File: src/rtl/pipeline_stall_ctrl_pkg.sv
// Shared types and defaults for the pipeline stall controller.
package stall_pkg;

  typedef enum logic [1:0] {
    IDLE     = 2'd0,
    MEM_WAIT = 2'd1,
    EX_WAIT  = 2'd2
  } state_t;

  // Default memory-wait watchdog limit, in MEM_WAIT cycles.
  localparam int unsigned TIMEOUT_CYCLES_DEF = 1024;

endpackage

File: src/rtl/pipeline_stall_ctrl_load_use_detect.sv
// Load-use hazard detector: a load in EX whose destination feeds an ID source.
// Register 0 is hardwired and never creates a dependency.
module load_use_detect #(
  parameter int unsigned REG_W = 4
) (
  input  logic             ex_is_load,
  input  logic [REG_W-1:0] ex_dreg,
  input  logic [REG_W-1:0] id_areg,
  input  logic [REG_W-1:0] id_breg,
  output logic             hazard
);

  // Pure compare; no state.
  always_comb begin
    hazard = ex_is_load && (ex_dreg != '0) &&
             ((ex_dreg == id_areg) || (ex_dreg == id_breg));
  end

endmodule

File: src/rtl/pipeline_stall_ctrl.sv
// Pipeline stall/flush controller: load-use stalls, branch flushes and
// multi-cycle memory / execute waits, with a stall-cycle counter.
// Optional memory-wait watchdog: define STALL_TIMEOUT_EN.
module pipeline_stall_ctrl
  import stall_pkg::*;
#(
  parameter int unsigned REG_W          = 4,
  parameter int unsigned TIMEOUT_CYCLES = TIMEOUT_CYCLES_DEF
) (
  input  logic             clk,
  input  logic             reset,
  input  logic             ex_is_load,
  input  logic [REG_W-1:0] ex_dreg,
  input  logic [REG_W-1:0] id_areg,
  input  logic [REG_W-1:0] id_breg,
  input  logic             branch_taken,
  input  logic             mem_start,
  input  logic             mem_done,
  input  logic             ex_mc_start,
  input  logic             ex_mc_done,
  output logic             pc_hold,
  output logic             hold_if_id,
  output logic             hold_id_ex,
  output logic             hold_ex_mem,
  output logic             hold_mem_wb,
  output logic             clear_if_id,
  output logic             clear_id_ex,
  output logic             clear_ex_mem,
  output logic             clear_mem_wb,
  output logic [31:0]      stall_cnt,
  output logic             timeout_err
);

  state_t state, state_nx;
  logic   pending_flush, pending_nx;
  logic   hazard;
  logic   wait_mem, wait_ex;
  logic   timeout_hit;

  load_use_detect #(.REG_W(REG_W)) u_load_use (
    .ex_is_load (ex_is_load),
    .ex_dreg    (ex_dreg),
    .id_areg    (id_areg),
    .id_breg    (id_breg),
    .hazard     (hazard)
  );

`ifdef STALL_TIMEOUT_EN
  logic [31:0] wait_cnt;
  logic        timeout_q;

  assign timeout_hit = (state == MEM_WAIT) && !mem_done &&
                       (wait_cnt == TIMEOUT_CYCLES - 32'd1);
  assign timeout_err = timeout_q;

  // Count consecutive MEM_WAIT cycles; latch a sticky error on expiry.
  always_ff @(posedge clk) begin
    if (reset) begin
      wait_cnt  <= '0;
      timeout_q <= 1'b0;
    end else begin
      if ((state == MEM_WAIT) && !mem_done && !timeout_hit)
        wait_cnt <= wait_cnt + 32'd1;
      else
        wait_cnt <= '0;
      if (timeout_hit)
        timeout_q <= 1'b1;
    end
  end
`else
  assign timeout_hit = 1'b0;
  assign timeout_err = 1'b0;
`endif

  // State, deferred-flush flag and stall counter registers.
  always_ff @(posedge clk) begin
    if (reset) begin
      state         <= IDLE;
      pending_flush <= 1'b0;
      stall_cnt     <= '0;
    end else begin
      state         <= state_nx;
      pending_flush <= pending_nx;
      if (pc_hold)
        stall_cnt <= stall_cnt + 32'd1;
    end
  end

  // Next state plus hold/clear decode. The start cycle of a wait already
  // behaves as the wait state, so a branch in that cycle is deferred too.
  always_comb begin
    state_nx     = state;
    pending_nx   = pending_flush;
    pc_hold      = 1'b0;
    hold_if_id   = 1'b0;
    hold_id_ex   = 1'b0;
    hold_ex_mem  = 1'b0;
    hold_mem_wb  = 1'b0;
    clear_if_id  = 1'b0;
    clear_id_ex  = 1'b0;
    clear_ex_mem = 1'b0;
    clear_mem_wb = 1'b0;

    wait_mem = (state == MEM_WAIT) || ((state == IDLE) && mem_start);
    wait_ex  = (state == EX_WAIT) ||
               ((state == IDLE) && !mem_start && ex_mc_start);

    case (state)
      IDLE: begin
        if (mem_start)        state_nx = MEM_WAIT;
        else if (ex_mc_start) state_nx = EX_WAIT;
      end
      MEM_WAIT: begin
        if (mem_done || timeout_hit) state_nx = IDLE;
      end
      EX_WAIT: begin
        if (ex_mc_done) state_nx = IDLE;
      end
      default: state_nx = IDLE;
    endcase

    if (wait_mem) begin
      pc_hold      = 1'b1;
      hold_if_id   = 1'b1;
      hold_id_ex   = 1'b1;
      hold_ex_mem  = 1'b1;
      clear_mem_wb = 1'b1;
      pending_nx   = pending_flush || branch_taken;
    end else if (wait_ex) begin
      pc_hold      = 1'b1;
      hold_if_id   = 1'b1;
      hold_id_ex   = 1'b1;
      clear_ex_mem = 1'b1;
      pending_nx   = pending_flush || branch_taken;
    end else if (branch_taken || pending_flush) begin
      clear_if_id  = 1'b1;
      clear_id_ex  = 1'b1;
      pending_nx   = 1'b0;
    end else if (hazard) begin
      pc_hold      = 1'b1;
      hold_if_id   = 1'b1;
      clear_id_ex  = 1'b1;
    end

    if (reset) begin
      state_nx     = IDLE;
      pending_nx   = 1'b0;
      pc_hold      = 1'b1;
      hold_if_id   = 1'b0;
      hold_id_ex   = 1'b0;
      hold_ex_mem  = 1'b0;
      hold_mem_wb  = 1'b0;
      clear_if_id  = 1'b1;
      clear_id_ex  = 1'b1;
      clear_ex_mem = 1'b1;
      clear_mem_wb = 1'b1;
    end
  end

endmodule

File: config.mk
export PLATFORM = sky130hd
export DESIGN_NAME = pipeline_stall_ctrl
export DESIGN_NICKNAME = d
export VERILOG_FILES = /design/src/rtl/pipeline_stall_ctrl_pkg.sv /design/src/rtl/pipeline_stall_ctrl_load_use_detect.sv /design/src/rtl/pipeline_stall_ctrl.sv
export SDC_FILE = /design/constraint.sdc
export NUM_CORES = 1
export LEC_CHECK = 0
export CORE_ASPECT_RATIO = 1.2
export CORE_MARGIN = 10
export CORE_UTILIZATION = 43
export CTS_BUF_LIST = sky130_fd_sc_hd__clkbuf_2 sky130_fd_sc_hd__clkbuf_4 sky130_fd_sc_hd__clkbuf_8
export DETAILED_ROUTE_END_ITERATION = 12
export PLACE_DENSITY_LB_ADDON = 0.15
export SYNTH_ARGS = -nofsm -noshare
export SYNTH_HDL_FRONTEND = slang
export SYNTH_SLANG_ARGS = --single-unit
File: constraint.sdc
create_clock -name clk -period 2.1 [get_ports clk]
set_clock_uncertainty 0.05 [all_clocks]
set_input_delay 0.315 -clock clk [delete_from_list [all_inputs] [get_ports clk]]
set_output_delay 0.315 -clock clk [all_outputs]
set_load 0.02 [all_outputs]
==> impl_metrics.tcl <==
set metrics [dict create \
    status "complete, no violations" \
    clock_path_buffers 2 \
    power_uw 1430 \
    slew_violations 0 \
    start_util 0.441 \
    synthSimpleGateAreaFrac 0.229 \
    drc 0 \
    synth-compound-area-share 0.197 \
    syn_inst 220 \
    die_w_um 80.2 \
    clock_tree.root_cell "clkbuf_8" \
    crit_path_start_kind "primary input" \
    synthMuxAreaShare 0 \
    placed_cells 353 \
    clkTransAtPathRegs_ns 0.07 \
    ant_nets 0 \
    vias_per_cell 5.22 \
    synth_seq_area_share 0.375 \
    endpoint_kind "output pin" \
    max_cap_violations 0 \
    required_ns 1.74 \
    ys_async_sr_fraction 0 \
    layout-drive-gt1-share 0.221 \
    nNetsFinal 328 \
    grt_max_degree 29 \
    peakVddDrop_mv 0.355 \
    synthXorXnorAreaFrac 0.145 \
    antenna_cells 0 \
    io_buffers 59 \
    cts.sinks 35 \
    timing.fmax_mhz 488 \
    overflow 0 \
    finalCriticalPeriod_ns 2.05 \
    avgSynthCellArea_um2 8.49 \
    worstSetupPathType "primary input to output pin" \
    ios 62 \
    ys_ff_latch 35 \
    crit_fanout 4 \
    cts_tree "yes" \
    wl_per_cell_um 14.6 \
    vias 1900 \
    dieArea_mm2 0.00739 \
    fillers 364 \
    grt_antenna_before_repair 0 \
    setup_violations 0 \
    cp_data_arrival_time_ns 1.68 \
    synth_area_mm2 0.00187 \
    syn2layout_area_growth_pct 51.9 \
    ys_types 35 \
    row_count 26 \
    p_per_area_mw_per_mm2 504 \
    grt_pass1_vias 1787 \
    yosys.area_share.adder 0.00670 \
    finalHoldViolCount 0 \
    hold_path.class "flop to flop" \
    clock_latency_ns 0.29 \
    ys.flop_type "dfxtp_1" \
    place_congestion 0.866 \
    wl_mm 5.33 \
    die_y_um 92.2 \
    drt_iter0_drc 119 \
    core-area_mm2 0.00423 \
    grt_use_total 0.146 \
    grt_pass1_wl_mm 8.80 \
    layout_worst_path_cycle_share 0.975 \
    dr.pass1.iters 4 \
    htree_levels 2 \
    layoutNonFillerInstCount 364 \
    yosys_warnings 0 \
    dp_hpwl_mm 3.88 \
    leakagePower_uw 0.00111 \
    synth-edff-count 0 \
    synth_top_family_by_area "simple AND/OR/NAND/NOR gates" \
    cts_made_buffers 5 \
]
cell families after synthesis:
group,Yosys count
adder cells (fa/ha/maj),1
other,1
AO/OA/AOI/OAI,51
XOR/XNOR,31
flip-flops,35
AND/OR/NAND/NOR,81
buffers and inverters,20
worst paths after layout:
| kind | start | to | slack [ns] | cells past startpoint |
|---|---|---|---|---|
| min | stall_cnt[31]$_SDFFE_PP0P_ | stall_cnt[31]$_SDFFE_PP0P_ | 0.43 | 2 |
| min reg2reg | stall_cnt[31]$_SDFFE_PP0P_ | stall_cnt[31]$_SDFFE_PP0P_ | 0.43 | 2 |
| max | ex_dreg[2] | pc_hold | 0.05 | 6 |
| max reg2reg | stall_cnt[9]$_SDFFE_PP0P_ | stall_cnt[31]$_SDFFE_PP0P_ | 0.15 | 6 |
registers in the layout, indices dropped and copies added (netlist names):
register,count
pending_flush,1
stall_cnt,32
state,2
cells in the mapped netlist, drive strengths merged (3+ instances only):
library cell,number,area share
and2,4,0.013
nor2b,4,0.013
nor3,6,0.016
xnor2,11,0.052
clkbuf,12,0.024
nand3,5,0.013
o2111ai,11,0.052
xor2,20,0.094
nand2,4,0.0080
buf,3,0.011
inv,5,0.010
nor2,29,0.058
o21bai,4,0.016
dfxtp,35,0.38
nand4,7,0.023
o21ai,12,0.036
or3,6,0.020
and3,7,0.023
or4,3,0.012
a21oi,11,0.029
o211ai,8,0.032
per-stage QoR:
| step | TNS (ns) | setup slack [ns] | utilization | instance area [um2] | hold slack [ns] |
|---|---|---|---|---|---|
| after floorplan | 0 | 0.00118 | - | 1870 | 0.440 |
| after global placement | -15.54 | -0.742 | 0.641 | 2710 | 0.415 |
| after detailed placement | -16.51 | -0.760 | 0.641 | 2710 | 0.427 |
| after CTS | 0 | 0.0000639 | 0.668 | 2830 | 0.438 |
| after global routing | -0.0271 | -0.0271 | 0.671 | 2840 | 0.459 |
| final | 0 | 0.0523 | 0.671 | 2840 | 0.435 |
layout make-up:
type	count	area, um2	area share
Multi-Input combinational cell	166	1150	0.407
Clock buffer	7	83.8	0.0296
Clock inverter	1	5.00	0.00176
Inverter	5	18.8	0.00662
Sequential cell	35	701	0.247
Timing Repair Buffer	94	803	0.283
Tap cell	56	70.1	0.0247
placed cells by master, fill, tap and decap left out, types with 2 or more instances in the layout:
cell | Yosys | final
a21oi_1 | 11 | 10
and2_1 | 4 | 4
and3_1 | 7 | 6
and4_1 | 2 | 2
buf_2 | 1 | 4
buf_4 | 2 | 34
buf_6 | 0 | 3
clkbuf_2 | 0 | 7
clkbuf_4 | 0 | 2
clkbuf_8 | 0 | 5
clkdlybuf4s15_1 | 0 | 2
clkdlybuf4s50_1 | 0 | 37
conb_1 | 1 | 2
dfxtp_1 | 35 | 35
dlygate4sd2_1 | 0 | 5
dlymetal6s2s_1 | 0 | 2
inv_1 | 5 | 5
nand2_1 | 4 | 4
nand3_1 | 5 | 5
nand4_1 | 7 | 7
nor2_1 | 29 | 27
nor2b_1 | 4 | 4
nor3_1 | 6 | 5
o2111ai_1 | 11 | 11
o211ai_1 | 8 | 8
o21ai_0 | 10 | 10
o21ai_2 | 2 | 2
o21bai_1 | 4 | 4
or3_1 | 6 | 6
or4_1 | 3 | 3
xnor2_1 | 11 | 10
xor2_1 | 20 | 20
critical path, stage by stage:
cell and delay, ns:
buf_2 0.13, o41ai_4 0.41, a2111oi_4 0.09, buf_4 0.17
or3_1 0.40, buf_6 0.15
metal layers:
layer  routed length [um]  GRT usage  vias up
met5                    0          0        -
met4                   64     0.0471        0
met3                  428     0.0654        6
met2                 2470      0.218       52
met1                 2370      0.181      883
li1                     -          -      959
where the power goes:
group	internal, uW	leakage [uW]	switching (uW)	total, uW
clock	258	0.0000491	238	496
sequential	676	0.000283	15.9	692
combinational	113	0.000779	128	241
total	1050	0.00111	381	1430
timing repair:
item                                    in CTS  in global routing
pin swaps                                    9                 14
resized for setup                           48                 24
hold buffers                                 0                  0
endpoints found under the setup margin      34                 20
buffers inserted                             2                  2
Note: power is estimated with default switching activity, not from simulation.
